[config.mk]
export PLATFORM = sky130hd
export DESIGN_NAME = jpeg_dezigzag_rows_flat
export DESIGN_NICKNAME = d
export VERILOG_FILES = /design/src/rtl/jpeg_pkg.sv /design/src/rtl/jpeg_dezigzag_rows_if.sv /design/src/rtl/jpeg_zigzag_rom.sv /design/src/rtl/jpeg_dezigzag_rows.sv /design/src/flat_wrapper.sv
export SDC_FILE = /design/constraint.sdc
export NUM_CORES = 2
export LEC_CHECK = 0
export ABC_AREA = 0
export ABC_CLOCK_PERIOD_IN_PS = 5700
export CORE_AREA = 8 8 289 291
export CTS_CLUSTER_DIAMETER = 100
export CTS_CLUSTER_SIZE = 10
export DETAILED_ROUTE_END_ITERATION = 6
export DIE_AREA = 0 0 297 299
export PLACE_DENSITY = 0.79
export SYNTH_ARGS = -nofsm -noshare
export SYNTH_HDL_FRONTEND = slang
export SYNTH_HIERARCHICAL = 1
export SYNTH_SLANG_ARGS = --single-unit
[constraint.sdc]
create_clock -name clk -period 5.7 [get_ports clk]
set_input_delay 0.57 -clock clk [delete_from_list [all_inputs] [get_ports clk]]
set_output_delay 0.57 -clock clk [all_outputs]
set_load 0.03 [all_outputs]
[src/rtl/jpeg_pkg.sv]
// Shared JPEG constants: coefficient width, block geometry, reorder FSM states
// and the zig-zag scan table (scan index k -> raster position).
package jpeg_pkg;

  localparam int unsigned W      = 16;
  localparam int unsigned N_COEF = 64;
  localparam int unsigned IDX_W  = 6;
  localparam int unsigned ROW_W  = 3;
  localparam int unsigned LANES  = 8;

  typedef enum logic [1:0] {
    ST_FILL    = 2'd0,
    ST_DRAIN   = 2'd1,
    ST_EOS_OUT = 2'd2
  } state_t;

  localparam logic [IDX_W-1:0] ZZ_TABLE [N_COEF] = '{
    6'd0,  6'd1,  6'd8,  6'd16, 6'd9,  6'd2,  6'd3,  6'd10,
    6'd17, 6'd24, 6'd32, 6'd25, 6'd18, 6'd11, 6'd4,  6'd5,
    6'd12, 6'd19, 6'd26, 6'd33, 6'd40, 6'd48, 6'd41, 6'd34,
    6'd27, 6'd20, 6'd13, 6'd6,  6'd7,  6'd14, 6'd21, 6'd28,
    6'd35, 6'd42, 6'd49, 6'd56, 6'd57, 6'd50, 6'd43, 6'd36,
    6'd29, 6'd22, 6'd15, 6'd23, 6'd30, 6'd37, 6'd44, 6'd51,
    6'd58, 6'd59, 6'd52, 6'd45, 6'd38, 6'd31, 6'd39, 6'd46,
    6'd53, 6'd60, 6'd61, 6'd54, 6'd47, 6'd55, 6'd62, 6'd63
  };

  // Raster position of the k-th coefficient in zig-zag scan order.
  function automatic logic [IDX_W-1:0] zz_pos(input logic [IDX_W-1:0] k);
    return ZZ_TABLE[k];
  endfunction

endpackage

[src/rtl/jpeg_dezigzag_rows_if.sv]
// Valid/back-pressure token stream with LANES parallel lanes moving together.
interface jpeg_dezigzag_rows_if #(
  parameter int unsigned LANES = 1
);
  import jpeg_pkg::*;

  logic [LANES-1:0][W-1:0] d;
  logic [LANES-1:0]        e;
  logic [LANES-1:0]        v;
  logic [LANES-1:0]        b;

  modport master (output d, e, v, input b);
  modport slave  (input d, e, v, output b);

endinterface

[src/rtl/jpeg_zigzag_rom.sv]
// Combinational zig-zag scan index to raster position lookup.
module jpeg_zigzag_rom
  import jpeg_pkg::*;
(
  input  logic [IDX_W-1:0] i_k,
  output logic [IDX_W-1:0] o_pos_c
);

  assign o_pos_c = zz_pos(i_k);

endmodule

[src/rtl/jpeg_dezigzag_rows.sv]
// Collects a zig-zag ordered coefficient stream into a 64-entry block buffer
// and replays it as 8 raster rows on 8 lockstep output lanes, forwarding EOS.
module jpeg_dezigzag_rows
  import jpeg_pkg::*;
(
  input  logic                   clk,
  input  logic                   rst_n,
  jpeg_dezigzag_rows_if.slave    a,
  jpeg_dezigzag_rows_if.master   b
);

  state_t                        r_state, w_state_nxt;
  logic [IDX_W-1:0]              r_k, w_k_nxt;
  logic [ROW_W-1:0]              r_row, w_row_nxt;
  logic                          r_pend_eos, w_pend_nxt;
  logic [N_COEF-1:0]             r_written;
  logic [W-1:0]                  r_buf [N_COEF];
  logic                          r_a_b;
  logic [LANES-1:0]              r_b_v, r_b_e;
  logic [LANES-1:0][W-1:0]       r_b_d, w_row_data;
  logic                          w_a_fire, w_b_fire, w_wr_en, w_clr;
  logic [IDX_W-1:0]              w_pos;

  assign a.b[0] = r_a_b;
  assign b.v    = r_b_v;
  assign b.e    = r_b_e;
  assign b.d    = r_b_d;

  assign w_a_fire = a.v[0] & ~r_a_b;
  assign w_b_fire = (&r_b_v) & ~(|b.b);

  jpeg_zigzag_rom u_rom (
    .i_k     (r_k),
    .o_pos_c (w_pos)
  );

  // Next-state, scan/row counters and buffer write/clear strobes.
  always_comb begin
    w_state_nxt = r_state;
    w_k_nxt     = r_k;
    w_row_nxt   = r_row;
    w_pend_nxt  = r_pend_eos;
    w_wr_en     = 1'b0;
    w_clr       = 1'b0;
    case (r_state)
      ST_FILL: begin
        if (w_a_fire) begin
          if (a.e[0]) begin
            if (r_k == '0) begin
              w_state_nxt = ST_EOS_OUT;
            end else begin
              w_pend_nxt  = 1'b1;
              w_state_nxt = ST_DRAIN;
            end
          end else begin
            w_wr_en = 1'b1;
            if (r_k == IDX_W'(N_COEF - 1)) begin
              w_state_nxt = ST_DRAIN;
            end else begin
              w_k_nxt = r_k + IDX_W'(1);
            end
          end
        end
      end
      ST_DRAIN: begin
        if (w_b_fire) begin
          if (r_row == ROW_W'(LANES - 1)) begin
            w_row_nxt   = '0;
            w_k_nxt     = '0;
            w_clr       = 1'b1;
            w_state_nxt = r_pend_eos ? ST_EOS_OUT : ST_FILL;
          end else begin
            w_row_nxt = r_row + ROW_W'(1);
          end
        end
      end
      ST_EOS_OUT: begin
        if (w_b_fire) begin
          w_pend_nxt  = 1'b0;
          w_state_nxt = ST_FILL;
        end
      end
      default: begin
        w_state_nxt = ST_FILL;
      end
    endcase
  end

  // Row readout for the row that will be presented next; unwritten slots read 0.
  always_comb begin
    w_row_data = '0;
    for (int j = 0; j < int'(LANES); j++) begin
      w_row_data[j] = r_written[{w_row_nxt, ROW_W'(j)}] ? r_buf[{w_row_nxt, ROW_W'(j)}] : '0;
    end
  end

  // FSM state, counters and registered stream outputs.
  always_ff @(posedge clk or negedge rst_n) begin
    if (!rst_n) begin
      r_state    <= ST_FILL;
      r_k        <= '0;
      r_row      <= '0;
      r_pend_eos <= 1'b0;
      r_a_b      <= 1'b1;
      r_b_v      <= '0;
      r_b_e      <= '0;
      r_b_d      <= '0;
    end else begin
      r_state    <= w_state_nxt;
      r_k        <= w_k_nxt;
      r_row      <= w_row_nxt;
      r_pend_eos <= w_pend_nxt;
      r_a_b      <= (w_state_nxt != ST_FILL);
      r_b_v      <= {LANES{w_state_nxt != ST_FILL}};
      r_b_e      <= {LANES{w_state_nxt == ST_EOS_OUT}};
      r_b_d      <= (w_state_nxt == ST_DRAIN) ? w_row_data : '0;
    end
  end

  // Written mask: marks filled raster slots, cleared once the block has drained.
  always_ff @(posedge clk or negedge rst_n) begin
    if (!rst_n) begin
      r_written <= '0;
    end else if (w_clr) begin
      r_written <= '0;
    end else if (w_wr_en) begin
      r_written[w_pos] <= 1'b1;
    end
  end

  // Coefficient storage; stale contents are masked by the written bits.
  always_ff @(posedge clk) begin
    if (w_wr_en) begin
      r_buf[w_pos] <= a.d[0];
    end
  end

endmodule

[src/flat_wrapper.sv]
// flat-port wrapper written by rule: the top's interface ports become plain ports
module jpeg_dezigzag_rows_flat import jpeg_pkg::*;
  (clk, rst_n, a_d, a_e, a_v, a_b, b_d, b_e, b_v, b_b);
  jpeg_dezigzag_rows_if #(.LANES(1)) a_i ();
  jpeg_dezigzag_rows_if #(.LANES(8)) b_i ();
  input  logic clk;
  input  logic rst_n;
  input wire logic [$bits(a_i.d)-1:0] a_d;
  input wire logic [$bits(a_i.e)-1:0] a_e;
  input wire logic [$bits(a_i.v)-1:0] a_v;
  output wire logic [$bits(a_i.b)-1:0] a_b;
  output wire logic [$bits(b_i.d)-1:0] b_d;
  output wire logic [$bits(b_i.e)-1:0] b_e;
  output wire logic [$bits(b_i.v)-1:0] b_v;
  input wire logic [$bits(b_i.b)-1:0] b_b;
  assign a_i.d = a_d;
  assign a_i.e = a_e;
  assign a_i.v = a_v;
  assign a_b = a_i.b;
  assign b_d = b_i.d;
  assign b_e = b_i.e;
  assign b_v = b_i.v;
  assign b_i.b = b_b;
  jpeg_dezigzag_rows u_core (.clk(clk), .rst_n(rst_n), .a(a_i), .b(b_i));
endmodule
==> qor.txt <==
DRC Markers -> 2
Clk sinks -> 1231
Fin nets -> 3206
Synth top area cells -> edfxtp_1, dfrtp_1, mux2i_1
Post-CTS sizing -> 0
Num CTS Buffers -> 141
Startpoint Class -> flop
CP cell instances -> inv_1, ha_1, nand2b_1, a21oi_1, a311o_1, o22ai_1, or3b_2, or2_2, nor2_1, buf_4
Antenna cells -> 0
Synth warn -> 6
Crit path arrival time -> 5.11 ns
Setup ws final -> 0.975 ns
Largest net degree at the start of global routing -> 111
CTS tree -> done
Area Growth Syn to Fin -> 14.9%
Leading area contributor after synthesis -> edfxtp_1
Worst Path Buf+Inv -> 2
Final min period -> 4.73 ns
Detailed Routing Iterations Pass 1 -> 7
Worst-case clock buffer depth -> 3
Reg clk slew, reported paths -> 0.06 ns
WL/cell -> 28.0 um
Mean Syn Cell Area -> 16.2 um2
Syn Nets -> 2995
Global Route Usage Sum -> 26.6%
Detailed placer's ending HPWL -> 60900 um
Slew headroom -> 15.8%
Setup violations, final -> 0
Max frequency -> 212 MHz
Async set-reset flop share out of synthesis -> 16.8%
First DRT Iteration DRCs -> 3628
Hold Worst Slack -> 0.492 ns
Post-synth top flop -> edfxtp_1
R2r worst-path depth -> 10
Detailed Route WL -> 121000 um
Fillers -> 4871
CTS Root Cell -> clkbuf_16
Area of the multi-input gates -> 10700 um2
Lkg Pwr -> 18.3 nW
Worst EP required -> 6.09 ns
Hold Crit Depth -> 2
Violated checks -> DRC
Placed cells -> 4067
Number of enable flip-flop cells after synthesis -> 1024
Number of synthesized register bits -> 1231
Worst hold path class -> flop to flop
GRT Residual Overflow -> 0
Peak supply drop -> 0.258 mV
Cells after Synth -> 2950
Initial core utilization -> 60.7%
CP Max Fanout -> 19
RSZ-0062 raised after global routing -> no
Num rows -> 103
Worst-Margin Slew -> 1.26 ns
Most common cell in the netlist -> edfxtp_1
H-tree depth -> 4
CP delay by family, top -> simple AND/OR/NAND/NOR gates
First-pass GRT wire length -> 180000 um
Worst-skew pair later-pin latency -> 0.75 ns
Die extent in y -> 299 um
Max Cap Viol -> 0
I/O pin cnt -> 173
Synthesized area -> 47700 um2
Via density -> 6.62
Die Wd -> 297 um
Share of cells above drive strength 1 -> 10.6%
CP Capture Type -> flop
Reg area -> 35900 um2
Setup TNS -> 0 ns
RePlAce Congestion -> 0.826
IO Port Bufs -> 172
Critical path's largest stage delay -> 0.80 ns
Core Area -> 78600 um2
Die Area -> 88800 um2
Total chip power -> 0.0191 W
Pre-CTS setup slack -> 0.588 ns
Non-filler cells, final -> 4317
Final hold viol count -> 0
Antenna Violating Nets Remaining -> 0
Setup Skew -> 0.0245 ns
Yosys top cell area share -> 64.4%
Stages on worst setup path -> 10
Status -> finished with violations
Slew Limit Fails -> 0
Vias in the first global route -> 29800
Critical path's slowest cell -> dfrtp_1
Unique cell type count in the Yosys netlist -> 70
Final Cycle Share -> 82.9%
Top cells by count, synth -> edfxtp_1, nand2_1, mux2i_1
P per Cell Area -> 349 nW/um2
Crit Path Category -> flop to flop
Total vias in the final route -> 28600
Seq/Total Area, Yosys -> 75.3%
Antenna violations before repair -> 2
timing repair:
item,CTS,global route
hold buffers,1,0
hold endpoints to repair,20,0
buffers inserted,0,0
area by class of cell:
type                       instances  area share [%]
clock buffer                     234            7.11
clock inverter                    15           0.525
inverter                          14           0.110
multi-input combinational       1485            19.6
sequential                      1231            65.5
tap                             1050            2.40
timing repair buffer             288            4.75
final timing paths:
path | to | slack (ns) | startpoint
max reg2reg | u_core/r_buf[2][2]$_DFFE_PP_ | 0.97 | u_core/r_k[0]$_DFFE_PN0P_
min | u_core/r_written[6]$_DFFE_PN0P_ | 0.49 | u_core/r_written[6]$_DFFE_PN0P_
min in group asynchronous | u_core/b.d[10]$_DFF_PN0_ | 0.53 | rst_n
max | u_core/r_buf[2][2]$_DFFE_PP_ | 0.97 | u_core/r_k[0]$_DFFE_PN0P_
max in group asynchronous | u_core/b.d[68]$_DFF_PN0_ | 3.87 | rst_n
min reg2reg | u_core/r_written[6]$_DFFE_PN0P_ | 0.49 | u_core/r_written[6]$_DFFE_PN0P_
registers in the layout, summed over array words and instances (netlist names):
register / flops
u_core/r_written: 64
u_core/r_state: 2
u_core/r_pend_eos: 1
u_core/b.v: 1
u_core/r_k: 6
u_core/b.e: 1
u_core/r_buf: 1024
u_core/a.b: 1
u_core/b.d: 128
u_core/r_row: 3
layer usage:
metal	track usage [%]	vias to the layer above	part of all wire [%]	wire, um
met5	0	-	0	0
met4	11.7	0	3.8	4610
met3	4.76	324	9.1	11000
met2	44.4	1758	50	59800
met1	34.4	14500	38	45300
li1	-	12000	-	-
logic make-up (layout without fill, tap and decap cells):
| group | after synthesis | count (layout) | share of synthesized area (%) |
|---|---|---|---|
| adder cells (fa/ha/maj) | 17 | 17 | 0.446 |
| AO/OA/AOI/OAI | 516 | 516 | 9.68 |
| buffers and inverters | 234 | 551 | 2.32 |
| flip-flops | 1231 | 1231 | 75.3 |
| AND/OR/NAND/NOR | 687 | 687 | 6.69 |
| XOR/XNOR | 3 | 3 | 0.0551 |
| multiplexers | 262 | 262 | 5.53 |
cells in the final DEF, fill, tap and decap left out, types with 4 or more instances in the layout:
cell type	instances
edfxtp_1	1024
nand2_1	267
mux2i_1	260
dfrtp_1	206
nor2_1	186
clkdlybuf4s50_1	155
and3_1	144
clkbuf_16	142
a32o_1	136
a211oi_1	133
buf_4	108
a2111oi_1	95
clkbuf_1	92
a2111oi_0	34
nand3_1	25
o21ai_0	19
a21boi_0	17
ha_1	17
buf_2	16
a21oi_1	11
o21ba_2	11
or2_2	10
inv_1	9
nand2b_1	9
a211o_1	9
o32a_1	8
a32oi_2	8
buf_12	7
nand3b_1	6
clkinv_8	5
nand4_1	5
a31oi_1	5
clkinv_16	4
or3_1	4
and3b_1	4
or3b_2	4
where the power goes:
part	total (W)	internal (W)	switching, W
registers	0.00992	0.00986	0.0000673
logic	0.00100	0.000317	0.000685
clock network	0.00819	0.00470	0.00349
worst register-to-register path: cells and delay by family (launching register included):
family / cells / cell delay (ns)
buf+inv: 2 / 0.69
flops: 1 / 0.80
compound gates: 3 / 1.17
fa+ha+maj: 1 / 0.48
simple gates: 4 / 1.23
metrics by stage:
step	util [%]	area (um2)
finish	69.8	54800
global route	69.8	54800
CTS	69.8	54800
detailed placement	64.4	50600
global placement	64.4	50600
floorplan	-	47700
(Power assumes the default switching activity.)
